[config.mk]
export PLATFORM = sky130hd
export DESIGN_NAME = decode_stage
export DESIGN_NICKNAME = d
export VERILOG_FILES = /design/src/rtl/decode_stage.sv
export SDC_FILE = /design/constraint.sdc
export NUM_CORES = 1
export LEC_CHECK = 0
export CAP_MARGIN = 20
export CELL_PAD_IN_SITES_DETAIL_PLACEMENT = 0
export CELL_PAD_IN_SITES_GLOBAL_PLACEMENT = 1
export CORE_MARGIN = 3
export CORE_UTILIZATION = 32
export DETAILED_ROUTE_END_ITERATION = 6
export MAX_ROUTING_LAYER = met4
export PLACE_DENSITY = 0.9
export SYNTH_ARGS = -nofsm -noshare
export SYNTH_HDL_FRONTEND = slang
export SYNTH_SLANG_ARGS = --single-unit
[constraint.sdc]
create_clock -name clk -period 2.8 [get_ports clk]
set_input_delay 0.56 -clock clk [delete_from_list [all_inputs] [get_ports clk]]
set_output_delay 0.56 -clock clk [all_outputs]
set_load 0.01 [all_outputs]
[src/rtl/decode_stage.sv]
// decode_stage: RV32I decode, operand capture, RAW scoreboard and valid/ready ID/EX register.
// Optional feature: define DECODE_WB_BYPASS_EN to forward writeback data into captured operands.
module decode_stage #(
  parameter int unsigned XLEN = 32
) (
  input  logic            clk,
  input  logic            rst_n,
  input  logic            ifValid,
  output logic            ifReady,
  input  logic [XLEN-1:0] ifInstr,
  input  logic [XLEN-1:0] ifPc,
  output logic [4:0]      rs1,
  output logic [4:0]      rs2,
  input  logic [XLEN-1:0] rs1Data,
  input  logic [XLEN-1:0] rs2Data,
  input  logic            wbValid,
  input  logic [4:0]      wbRd,
  input  logic [XLEN-1:0] wbData,
  input  logic            flush,
  output logic            exValid,
  input  logic            exReady,
  output logic [XLEN-1:0] exPc,
  output logic [XLEN-1:0] exRs1Val,
  output logic [XLEN-1:0] exRs2Val,
  output logic [XLEN-1:0] exImm,
  output logic [4:0]      exRd,
  output logic [2:0]      exFunct3,
  output logic [3:0]      exAluOp,
  output logic            exRegWrite,
  output logic            exIsLoad,
  output logic            exIsStore,
  output logic            exIsBranch,
  output logic            exIsJal,
  output logic            exIsJalr,
  output logic            exIsLui,
  output logic            exIsAuipc,
  output logic            exIllegal
);

  localparam logic [6:0] OpcLui    = 7'b0110111;
  localparam logic [6:0] OpcAuipc  = 7'b0010111;
  localparam logic [6:0] OpcJal    = 7'b1101111;
  localparam logic [6:0] OpcJalr   = 7'b1100111;
  localparam logic [6:0] OpcBranch = 7'b1100011;
  localparam logic [6:0] OpcLoad   = 7'b0000011;
  localparam logic [6:0] OpcStore  = 7'b0100011;
  localparam logic [6:0] OpcOpImm  = 7'b0010011;
  localparam logic [6:0] OpcOp     = 7'b0110011;

  typedef struct packed {
    logic [XLEN-1:0] pc;
    logic [XLEN-1:0] rs1_val;
    logic [XLEN-1:0] rs2_val;
    logic [XLEN-1:0] imm;
    logic [4:0]      rd;
    logic [2:0]      funct3;
    logic [3:0]      alu_op;
    logic            reg_write;
    logic            is_load;
    logic            is_store;
    logic            is_branch;
    logic            is_jal;
    logic            is_jalr;
    logic            is_lui;
    logic            is_auipc;
    logic            illegal;
  } id_ex_t;

  logic [6:0]      opcode;
  logic [4:0]      rd;
  logic [2:0]      funct3;
  logic [XLEN-1:0] imm_i, imm_s, imm_b, imm_u, imm_j;
  logic [XLEN-1:0] op1, op2;
  logic            use_rs1, use_rs2, writes;
  id_ex_t          dec;

  logic [31:0] pending_q, pending_d;
  logic        ex_valid_q, ex_valid_d;
  id_ex_t      id_ex_q, id_ex_d;

  logic [31:0] wb_clr, ex_busy, pend_eff, busy;
  logic        haz1, haz2, stall, fire;

  assign opcode = ifInstr[6:0];
  assign rd     = ifInstr[11:7];
  assign funct3 = ifInstr[14:12];
  assign rs1    = ifInstr[19:15];
  assign rs2    = ifInstr[24:20];

  assign imm_i = {{20{ifInstr[31]}}, ifInstr[31:20]};
  assign imm_s = {{20{ifInstr[31]}}, ifInstr[31:25], ifInstr[11:7]};
  assign imm_b = {{19{ifInstr[31]}}, ifInstr[31], ifInstr[7], ifInstr[30:25], ifInstr[11:8], 1'b0};
  assign imm_u = {ifInstr[31:12], 12'b0};
  assign imm_j = {{11{ifInstr[31]}}, ifInstr[31], ifInstr[19:12], ifInstr[20], ifInstr[30:21],
                  1'b0};

`ifdef DECODE_WB_BYPASS_EN
  assign op1 = (wbValid && wbRd == rs1 && rs1 != 5'd0) ? wbData : rs1Data;
  assign op2 = (wbValid && wbRd == rs2 && rs2 != 5'd0) ? wbData : rs2Data;
`else
  assign op1 = rs1Data;
  assign op2 = rs2Data;
`endif

  always_comb begin
    dec         = '0;
    use_rs1     = 1'b0;
    use_rs2     = 1'b0;
    writes      = 1'b0;
    dec.pc      = ifPc;
    dec.rs1_val = op1;
    dec.rs2_val = op2;
    dec.rd      = rd;
    dec.funct3  = funct3;
    case (opcode)
      OpcLui: begin
        dec.is_lui = 1'b1;
        writes     = 1'b1;
        dec.imm    = imm_u;
      end
      OpcAuipc: begin
        dec.is_auipc = 1'b1;
        writes       = 1'b1;
        dec.imm      = imm_u;
      end
      OpcJal: begin
        dec.is_jal = 1'b1;
        writes     = 1'b1;
        dec.imm    = imm_j;
      end
      OpcJalr: begin
        dec.is_jalr = 1'b1;
        writes      = 1'b1;
        use_rs1     = 1'b1;
        dec.imm     = imm_i;
      end
      OpcBranch: begin
        dec.is_branch = 1'b1;
        use_rs1       = 1'b1;
        use_rs2       = 1'b1;
        dec.imm       = imm_b;
        dec.alu_op    = 4'b1000;
      end
      OpcLoad: begin
        dec.is_load = 1'b1;
        writes      = 1'b1;
        use_rs1     = 1'b1;
        dec.imm     = imm_i;
      end
      OpcStore: begin
        dec.is_store = 1'b1;
        use_rs1      = 1'b1;
        use_rs2      = 1'b1;
        dec.imm      = imm_s;
      end
      OpcOpImm: begin
        writes     = 1'b1;
        use_rs1    = 1'b1;
        dec.imm    = imm_i;
        // Only shifts (funct3 101) take bit 30 as an ALU modifier; elsewhere it is immediate data
        dec.alu_op = {(funct3 == 3'b101) & ifInstr[30], funct3};
      end
      OpcOp: begin
        writes     = 1'b1;
        use_rs1    = 1'b1;
        use_rs2    = 1'b1;
        dec.alu_op = {ifInstr[30], funct3};
      end
      default: dec.illegal = 1'b1;
    endcase
    dec.reg_write = writes & (rd != 5'd0);
  end

  always_comb begin
    wb_clr  = wbValid ? (32'd1 << wbRd) : 32'd0;
    ex_busy = (ex_valid_q && id_ex_q.reg_write) ? (32'd1 << id_ex_q.rd) : 32'd0;
`ifdef DECODE_WB_BYPASS_EN
    pend_eff = pending_q & ~wb_clr;
`else
    // Without forwarding, wait one cycle for the register file to commit the write
    pend_eff = pending_q | wb_clr;
`endif
    busy  = pend_eff | ex_busy;
    haz1  = use_rs1 & (rs1 != 5'd0) & busy[rs1];
    haz2  = use_rs2 & (rs2 != 5'd0) & busy[rs2];
    stall = haz1 | haz2;
  end

  assign ifReady = (~ex_valid_q | exReady) & ~stall;
  assign fire    = ifValid & ifReady;

  always_comb begin
    ex_valid_d = ex_valid_q;
    id_ex_d    = id_ex_q;
    if (flush) begin
      ex_valid_d = 1'b0;
    end else if (fire) begin
      ex_valid_d = 1'b1;
      id_ex_d    = dec;
    end else if (exReady) begin
      ex_valid_d = 1'b0;
    end
  end

  always_comb begin
    pending_d = pending_q;
    if (wbValid) pending_d[wbRd] = 1'b0;
    if (ex_valid_q && exReady && !flush && id_ex_q.reg_write) pending_d[id_ex_q.rd] = 1'b1;
    pending_d[0] = 1'b0;
  end

  always_ff @(posedge clk or negedge rst_n) begin
    if (!rst_n) begin
      ex_valid_q <= 1'b0;
      id_ex_q    <= '0;
      pending_q  <= '0;
    end else begin
      ex_valid_q <= ex_valid_d;
      id_ex_q    <= id_ex_d;
      pending_q  <= pending_d;
    end
  end

  assign exValid    = ex_valid_q;
  assign exPc       = id_ex_q.pc;
  assign exRs1Val   = id_ex_q.rs1_val;
  assign exRs2Val   = id_ex_q.rs2_val;
  assign exImm      = id_ex_q.imm;
  assign exRd       = id_ex_q.rd;
  assign exFunct3   = id_ex_q.funct3;
  assign exAluOp    = id_ex_q.alu_op;
  assign exRegWrite = id_ex_q.reg_write;
  assign exIsLoad   = id_ex_q.is_load;
  assign exIsStore  = id_ex_q.is_store;
  assign exIsBranch = id_ex_q.is_branch;
  assign exIsJal    = id_ex_q.is_jal;
  assign exIsJalr   = id_ex_q.is_jalr;
  assign exIsLui    = id_ex_q.is_lui;
  assign exIsAuipc  = id_ex_q.is_auipc;
  assign exIllegal  = id_ex_q.illegal;

endmodule

==> impl_metrics.json, run 1 <==
{
  "grt_max_degree": 57,
  "yosys-top-cells-count": "dfrtp_1 (181), nand2_1 (76), mux2_4 (75)",
  "yosysTopAreaCellShare_pct": 48.73,
  "nNetsFinal": 1390,
  "fp-row-count": 61,
  "hp-class": "input port to asynchronous set/reset pin",
  "worst_path_max_delay_cell": "dfrtp_2",
  "place.gp.congestion": 0.8795,
  "fin_crit_sh_pct": 116.6,
  "report.final.hold_viol_count": 0,
  "yosysMostFrequentCell": "dfrtp_1",
  "clock-root-buffer": "clkbuf_16",
  "portBuffers": 299,
  "syn_nets": 921,
  "power_density_mw_per_mm2": 518.1,
  "fin_tns_setup_ps": -42240,
  "antenna_left": 0,
  "critPathRequiredTime_ps": 2240,
  "worstSetupPathType": "register to output port",
  "worstPathMaxFanout": 8,
  "area_delta_synth_final_pct": 68.95,
  "setup_slack_ps": -465.1,
  "cp_cell_sequence": "buf_6 -> and4b_2 -> a221oi_4 -> mux2_4 -> and4_1 -> a311oi_2 -> o2111ai_2 -> and3_4 -> buf_6",
  "ys_warn_count": 0,
  "drv_cap": 0,
  "drt_wl_total_mm": 34.85,
  "period_needed_ps": 3265,
  "htreeDepth": 4,
  "cts-hold-fix-buffers": 0,
  "clock_sinks": 181,
  "fin_skew_ps": 25.30,
  "synth-main-ff-cell": "dfrtp_1",
  "timing.critical_path.mode_cell": "buf_6",
  "grt_pass1_wl_mm": 51.81,
  "final_area_mm2": 0.01570,
  "leakagePower_nw": 7.189,
  "relSlewSlack_pct": 51.90,
  "ys_ff_latch": 181,
  "route.detailed.drc": 0,
  "status": "complete, but fails checks",
  "critPathLaunchType": "register",
  "finalNonFillerCells": 1612,
  "die_w_um": 176.4,
  "drive_gt1_share_pct": 37.18,
  "crit_arrival_ps": 2710,
  "syn_inst": 750,
  "ir_drop_mv": 0.3716,
  "rsz0062_at_grt": "true",
  "violations": "negative setup slack",
  "nFillCells": 2357,
  "drt_first_pass_iters": 5,
  "vias": 8084,
  "setup_viol": 151,
  "drv_slew": 0,
  "grt_use_total_pct": 22.25,
  "drt_iter0_drc": 592,
  "core_area_mm2": 0.02824,
  "viasPerCell": 5.015,
  "cts_inserted_buffers": 17,
  "boundaryPins": 332,
  "synthArstFlopShare_pct": 100.0,
  "tightest_slew_ps": 721.5,
  "ys_top_cells_by_area": "dfrtp_1 (49%), mux2_4 (12%), mux2_2 (6.3%)",
  "cts_buffer_depth": 2,
  "wl_per_cell_um": 21.62,
  "max_stage_delay_ps": 500,
  "yosysSeqAreaShare_pct": 48.73,
  "fmax_mhz": 306.3,
  "clk_pin_slew_ps": 80,
  "overflow": 0,
  "synth_area_leader_cell": "dfrtp_1",
  "place_inst": 1516,
  "clock_latency_ps": 440,
  "synth_area_mm2": 0.009295,
  "ys_types": 63,
  "grt_pass1_vias": 8623,
  "synth_edf_count": 0,
  "cts_tree": "done",
  "antenna_found_initial": 2,
  "worstSetupEndpointType": "output port",
  "die_h_um": 176.4,
  "place_area_mm2": 0.01356,
  "initial_core_util_pct": 32.92,
  "place.detailed.hpwl_mm": 24.08,
  "dieArea_mm2": 0.03113,
  "syn_avg_cell_area_um2": 12.39
}
## layout make-up
type                       count  area (um^2)  area share, %
clock inverter                14        158.9          1.012
inverter                      29        108.9         0.6932
antenna                        2        5.005        0.03187
clock buffer                  18        429.2          2.733
tap                          378        473.0          3.012
timing repair buffer         518         5308          33.80
sequential                   181         4533          28.87
multi-input combinational    472         4688          29.85
## worst max-delay path: cells and delay by family (launching register included)
kind                   cells  cell delay [ps]
and+or+nand+nor            3              690
buffers and inverters      2              300
DFF                        1              500
AOI/OAI and AO/OA          3              540
muxes                      1              270
## sequential cells by signal (all words and copies together), names as in the netlist
signal,count
exPc,32
exIsLoad,1
exFunct3,3
exRegWrite,1
exIllegal,1
exIsBranch,1
exIsJalr,1
exIsLui,1
exIsJal,1
exIsStore,1
exImm,32
exIsAuipc,1
exAluOp,4
pending_q,31
exRs2Val,32
exRd,5
exRs1Val,32
exValid,1
## final timing paths
| check | depth (start not counted) | from | endpoint | slack [ps] |
|---|---|---|---|---|
| worst max-delay path | 9 | exRd[0] | ifReady | -470 |
| worst min-delay path | 1 | rst_n | exRs2Val[8] | 90 |
| worst max register to register | 15 | exRd[0] | exImm[5] | -380 |
| worst min register to register | 1 | exRs1Val[13] | exRs1Val[13] | 510 |
| max in group asynchronous | 2 | rst_n | exRd[3] | 1970 |
| min in group clk | 1 | exRs1Val[13] | exRs1Val[13] | 510 |
## placed cells by master, fill, tap and decap left out, types with 11 or more instances in the layout
| cell type | Yosys | layout |
|---|---|---|
| nor2_1 | 21 | 20 |
| a221oi_2 | 7 | 15 |
| clkbuf_16 | 0 | 18 |
| buf_4 | 18 | 146 |
| buf_8 | 0 | 11 |
| dfrtp_1 | 181 | 178 |
| buf_16 | 0 | 12 |
| mux2i_1 | 30 | 27 |
| buf_6 | 4 | 30 |
| mux2_4 | 75 | 126 |
| a21oi_1 | 30 | 29 |
| clkdlybuf4s50_1 | 0 | 291 |
| inv_1 | 29 | 29 |
| nand2_1 | 76 | 76 |
| buf_12 | 9 | 19 |
| a22o_1 | 35 | 35 |
| nand3_1 | 11 | 11 |
## kinds of logic after synthesis
logic type             count (synthesis)  synth area share [%]
buffers and inverters                 97                 6.676
AOI/OAI and AO/OA                    137                 11.36
muxes                                158                 21.89
and+or+nand+nor                      177                 11.35
DFF                                  181                 48.73
## timing repair
| action | 4_1_cts | 5_1_grt |
|---|---|---|
| pin swaps | 22 | 16 |
| setup endpoints to repair | 151 | 151 |
| gates resized for setup | 144 | 82 |
| setup buffers | 46 | 15 |
| gates cloned | 13 | 1 |
## per-layer routing
layer / share of wire (%) / global-route usage (%) / routed length (um) / vias to the layer above
met5: 0 / - / 0 / -
met2: 50 / 37.73 / 17460 / 335
met3: 6.3 / 4.688 / 2200 / 44
met4: 2.6 / 6.776 / 896 / 0
li1: - / - / - / 3681
met1: 41 / 26.72 / 14290 / 4024
## per-stage QoR
stage / setup WS, ps / power (mW) / hold WS, ps / util, %
floorplan: 9.812 / 4.081 / 264.4 / -
global placement: -1142 / 5.296 / 486.5 / 48.03
detailed placement: -1203 / 5.346 / 486.5 / 48.03
CTS: -494.4 / 8.112 / 111.7 / 54.69
global route: -591.7 / 8.481 / 102.6 / 55.61
finish: -465.1 / 8.137 / 86.88 / 55.61
## power by group
group / total, mW / switching [mW] / internal, mW / leakage, nW
Sequential: 3.15 / 0.219 / 2.93 / 2.28
Combinational: 2.54 / 0.946 / 1.60 / 4.62
Clock: 2.44 / 1.23 / 1.21 / 0.285
Total: 8.14 / 2.40 / 5.74 / 7.19
(Power assumes the default switching activity.)
==> inputs of run 2 (changes only) <==
--- a/config.mk
+++ b/config.mk
@@ -8,9 +8,10 @@
 export CAP_MARGIN = 20
 export CELL_PAD_IN_SITES_DETAIL_PLACEMENT = 0
 export CELL_PAD_IN_SITES_GLOBAL_PLACEMENT = 1
-export CORE_MARGIN = 3
+export CORE_MARGIN = 5
 export CORE_UTILIZATION = 32
 export DETAILED_ROUTE_END_ITERATION = 6
+export GPL_ROUTABILITY_DRIVEN = 0
 export MAX_ROUTING_LAYER = met4
 export PLACE_DENSITY = 0.9
 export SYNTH_ARGS = -nofsm -noshare
==> impl_metrics.json, run 2 (synthesized netlist as in run 1, its figures left out) <==
{
  "setup_slack_ps": -580.3,
  "intPower_mw": 5.728,
  "die_w_um": 180.4,
  "critPathLaunchType": "register",
  "viasPerCell": 5.040,
  "grt_pass1_vias": 8516,
  "antenna_found_initial": 2,
  "grt_max_degree": 63,
  "timing.critical_path.mode_cell": "buf_6",
  "clk_pin_slew_ps": 80,
  "drt_wl_total_mm": 34.24,
  "total_power_mw": 8.166,
  "initial_core_util_pct": 32.38,
  "layout_common_cells": "clkdlybuf4s50_1 (292), dfrtp_1 (176), buf_4 (149)",
  "nNetsFinal": 1375,
  "place.detailed.hpwl_mm": 24.50,
  "wl_per_cell_um": 21.36,
  "grt_use_total_pct": 20.79,
  "p_clk_share_pct": 30.9,
  "dieArea_mm2": 0.03256,
  "swShare_pct": 29.85,
  "violations": "negative setup slack",
  "boundaryPins": 332,
  "setup_viol": 151,
  "drv_cap": 0,
  "fin_crit_sh_pct": 120.7,
  "critPathRequiredTime_ps": 2240,
  "period_needed_ps": 3380,
  "crit_arrival_ps": 2820,
  "status": "complete, but fails checks",
  "multi_input_area_mm2": 0.004459,
  "route.detailed.drc": 0,
  "p_seq_share_pct": 38.4,
  "rsz0062_at_grt": "true",
  "fp-row-count": 62,
  "core_area_mm2": 0.02870,
  "drive_gt1_share_pct": 35.09,
  "cts_buffer_depth": 2,
  "power_density_mw_per_mm2": 531.9,
  "cts_inserted_buffers": 17,
  "register_area_mm2": 0.004536,
  "clock_sinks": 181,
  "fin_skew_ps": 17.98,
  "worstPathMaxFanout": 3,
  "antenna_left": 0,
  "fin_util_pct": 53.49,
  "cp_cell_sequence": "buf_6 -> buf_6 -> and4bb_4 -> a221oi_4 -> mux2_4 -> and4_1 -> a311oi_2 -> o2111ai_2 -> and3_4 -> buf_6",
  "vias": 8079,
  "area_delta_synth_final_pct": 65.16,
  "drt_iter0_drc": 444,
  "report.final.hold_viol_count": 0,
  "worstSetupEndpointType": "output port",
  "path_delay_family": "simple AND/OR/NAND/NOR gates",
  "drt_first_pass_iters": 5,
  "clock-root-buffer": "clkbuf_16",
  "drv_slew": 0,
  "worst_path_max_delay_cell": "dfrtp_2",
  "grt_pass1_wl_mm": 51.56,
  "worstSetupPathType": "register to output port",
  "die_h_um": 180.4,
  "mostFrequentLayoutCell": "clkdlybuf4s50_1",
  "p_switching_mw": 2.438,
  "cts_tree": "done",
  "overflow": 0,
  "portBuffers": 299,
  "tightest_slew_ps": 646.8,
  "nFillCells": 2400,
  "relSlewSlack_pct": 56.88,
  "ir_drop_mv": 0.3938,
  "hp-class": "input port to asynchronous set/reset pin",
  "fmax_mhz": 295.8,
  "leakagePower_nw": 6.963,
  "comb_power_share_pct": 30.7,
  "clock_latency_ps": 440,
  "max_stage_delay_ps": 430,
  "htreeDepth": 4,
  "path_buf_inv": 3
}
## run 2: cell type report
cell class | count | share of cell area (%)
Antenna cell | 2 | 0.03260
Clock buffer | 17 | 2.771
Clock inverter | 15 | 1.271
Inverter | 29 | 0.7090
Multi-Input combinational cell | 472 | 29.05
Sequential cell | 181 | 29.54
Tap cell | 384 | 3.130
Timing Repair Buffer | 503 | 33.50
## run 2: power by group through the flow
| stage | Clock (mW) | Sequential, mW | Combinational, mW |
|---|---|---|---|
| floorplan | 0 | 3.30 | 0.780 |
| global placement | 0 | 3.17 | 2.14 |
| detailed placement | 0 | 3.20 | 2.18 |
| CTS | 2.60 | 3.14 | 2.45 |
| global route | 2.70 | 3.17 | 2.63 |
| finish | 2.52 | 3.14 | 2.51 |
## run 2: timing repair
item	CTS	global route
resized for setup	75	43
setup endpoints to repair	151	151
pin swaps	15	12
buffers inserted	35	13
gates cloned	12	0
hold buffers	0	0
## run 2: per-stage QoR
| step | cells | cell area, um^2 | setup TNS, ps | setup WS [ps] | hold WS (ps) |
|---|---|---|---|---|---|
| 6_report | 1603 | 15350 | -57300 | -580.3 | 98.48 |
| 5_1_grt | 1603 | 15350 | -68180 | -645.8 | 130.8 |
| 4_1_cts | 1588 | 15090 | -48470 | -584.1 | 127.3 |
| 3_5_place_dp | 1511 | 13540 | -140250 | -1261 | 492.5 |
| 3_3_place_gp | 1511 | 13540 | -127150 | -1184 | 486.7 |
| 2_1_floorplan | 750 | 9313 | 0 | 9.812 | 264.4 |
## run 2: worst paths after layout
kind,startpoint,to,slack [ps],cells after the start
max in group asynchronous,rst_n,pending_q[7],1910,2
worst max register to register,exRd[1],exPc[27],-530,15
worst min register to register,exImm[19],exImm[19],510,1
min in group clk,exImm[19],exImm[19],510,1
worst min-delay path,rst_n,exRs2Val[7],100,1
worst max-delay path,exRd[1],ifReady,-580,10
## run 2: metal layers
layer  routed length (um)  global-route usage [%]
met2                17380                   35.90
met1                13580                   24.34
met5                    0                       -
met3                 2258                   4.380
met4                 1032                   6.564
==> inputs of run 3 (changes only) <==
--- a/config.mk
+++ b/config.mk
@@ -10,10 +10,12 @@
 export CELL_PAD_IN_SITES_GLOBAL_PLACEMENT = 1
 export CORE_MARGIN = 5
 export CORE_UTILIZATION = 32
+export CTS_CLUSTER_DIAMETER = 150
 export DETAILED_ROUTE_END_ITERATION = 6
 export GPL_ROUTABILITY_DRIVEN = 0
 export MAX_ROUTING_LAYER = met4
 export PLACE_DENSITY = 0.9
+export SETUP_SLACK_MARGIN = 0.05
 export SYNTH_ARGS = -nofsm -noshare
 export SYNTH_HDL_FRONTEND = slang
 export SYNTH_SLANG_ARGS = --single-unit
==> impl_metrics.json, run 3 (synthesized netlist as in run 1, its figures left out) <==
{
  "grt_pass1_wl_mm": 51.49,
  "worstSetupEndpointType": "output port",
  "clk_pin_slew_ps": 80,
  "clock-root-buffer": "clkbuf_16",
  "vias": 8135,
  "setup_viol": 151,
  "setup_slack_ps": -504.5,
  "max_stage_delay_ps": 410,
  "crit_arrival_ps": 2740,
  "layout_common_cells": "clkdlybuf4s50_1 (292), dfrtp_1 (178), buf_4 (131)",
  "route.detailed.drc": 0,
  "viasPerCell": 5.084,
  "grt_pass1_vias": 8437,
  "die_h_um": 180.4,
  "finalNonFillerCells": 1600,
  "drv_slew": 0,
  "report.final.hold_viol_count": 0,
  "cp_cell_sequence": "buf_12 -> buf_4 -> nor4b_4 -> buf_4 -> a221oi_1 -> buf_4 -> a211oi_1 -> nand4bb_1 -> nand4_1 -> and3_4 -> buf_6",
  "relSlewSlack_pct": 69.65,
  "drive_gt1_share_pct": 35.17,
  "final_area_mm2": 0.01539,
  "htreeDepth": 4,
  "cts_buffer_depth": 2,
  "power_density_mw_per_mm2": 523.6,
  "total_power_mw": 8.055,
  "worstPathMaxFanout": 6,
  "rr_worst_depth": 16,
  "rsz0062_at_grt": "true",
  "period_needed_ps": 3305,
  "drt_first_pass_iters": 6,
  "die_w_um": 180.4,
  "grt_max_degree": 70,
  "drt_wl_total_mm": 34.20,
  "leakagePower_nw": 7.049,
  "critPathRequiredTime_ps": 2240,
  "hold_ws_ps": 76.52,
  "mostFrequentLayoutCell": "clkdlybuf4s50_1",
  "clock_sinks": 181,
  "area_delta_synth_final_pct": 65.53,
  "multi_input_area_mm2": 0.004577,
  "nNetsFinal": 1373,
  "ir_drop_mv": 0.3451,
  "clock_latency_ps": 440,
  "boundaryPins": 332,
  "place_inst": 1512,
  "tightest_slew_ps": 455.2,
  "place.detailed.hpwl_mm": 24.64,
  "worstSetupPathType": "register to output port",
  "cts_tree": "done",
  "fin_skew_ps": 14.47,
  "nFillCells": 2434,
  "antenna_found_initial": 2,
  "status": "complete, but fails checks",
  "cts_inserted_buffers": 17,
  "worst_path_max_delay_cell": "dfrtp_1",
  "core_area_mm2": 0.02870,
  "critPathLaunchType": "register",
  "antenna_left": 0,
  "dieArea_mm2": 0.03256,
  "violations": "negative setup slack",
  "timing.critical_path.mode_cell": "buf_4",
  "overflow": 0,
  "grt_use_total_pct": 20.97,
  "fin_crit_sh_pct": 118.0,
  "wl_per_cell_um": 21.38,
  "initial_core_util_pct": 32.38,
  "drt_iter0_drc": 646,
  "fmax_mhz": 302.6,
  "register_area_mm2": 0.004533,
  "fp-row-count": 62,
  "place_area_mm2": 0.01361,
  "drv_cap": 0,
  "hp-class": "input port to asynchronous set/reset pin",
  "portBuffers": 299
}
run 3: layout make-up:
type / count / share of cell area [%]
inverters: 29 / 0.7075
well taps: 384 / 3.123
multi-input cells: 472 / 29.75
clock inverters: 14 / 1.017
repair buffers: 501 / 33.15
clock buffers: 17 / 2.765
diodes: 2 / 0.03253
flip-flops and latches: 181 / 29.46
run 3: worst max-delay path, delay by kind of cell, from the launching register on:
| kind | cells | cell delay, ps |
|---|---|---|
| flip-flops | 1 | 410 |
| buffers and inverters | 5 | 760 |
| AO/OA/AOI/OAI | 2 | 290 |
| AND/OR/NAND/NOR | 4 | 830 |
run 3: stage by stage:
stage	setup slack, ps	setup TNS [ps]	util (%)
after global placement	-1067	-118240	47.43
final	-504.5	-54530	53.61
after floorplan	60.19	0	-
after CTS	-541.0	-55400	53.43
after detailed placement	-1110	-131900	47.43
after global routing	-590.2	-69010	53.61
run 3: worst paths after layout:
check,from,to,slack (ps)
min in group clk,exIsBranch,exIsBranch,510
worst min register to register,exIsBranch,exIsBranch,510
worst min-delay path,rst_n,exRs2Val[2],80
worst max-delay path,exRd[3],ifReady,-500
worst max register to register,exRd[3],exRs1Val[13],-420
max in group asynchronous,rst_n,exRs2Val[27],1990
run 3: power by group:
part           switching, mW  internal [mW]
Clock                   1.21           1.19
Sequential             0.208           2.93
Combinational          0.924           1.59
run 3: timing repair:
| action | CTS | global route |
|---|---|---|
| cloned | 11 | 1 |
| gates resized for setup | 127 | 61 |
| setup buffers | 46 | 15 |
| pin swaps | 9 | 18 |
| endpoints found under the setup margin | 151 | 151 |
| hold buffers | 0 | 0 |
run 3: routing by layer:
| layer | global-route usage [%] | wire (um) | vias to the layer above |
|---|---|---|---|
| met2 | 34.62 | 16740 | 409 |
| li1 | - | - | 3636 |
| met3 | 4.784 | 2302 | 68 |
| met5 | - | 0 | - |
| met4 | 7.078 | 1146 | 0 |
| met1 | 25.49 | 14020 | 4022 |
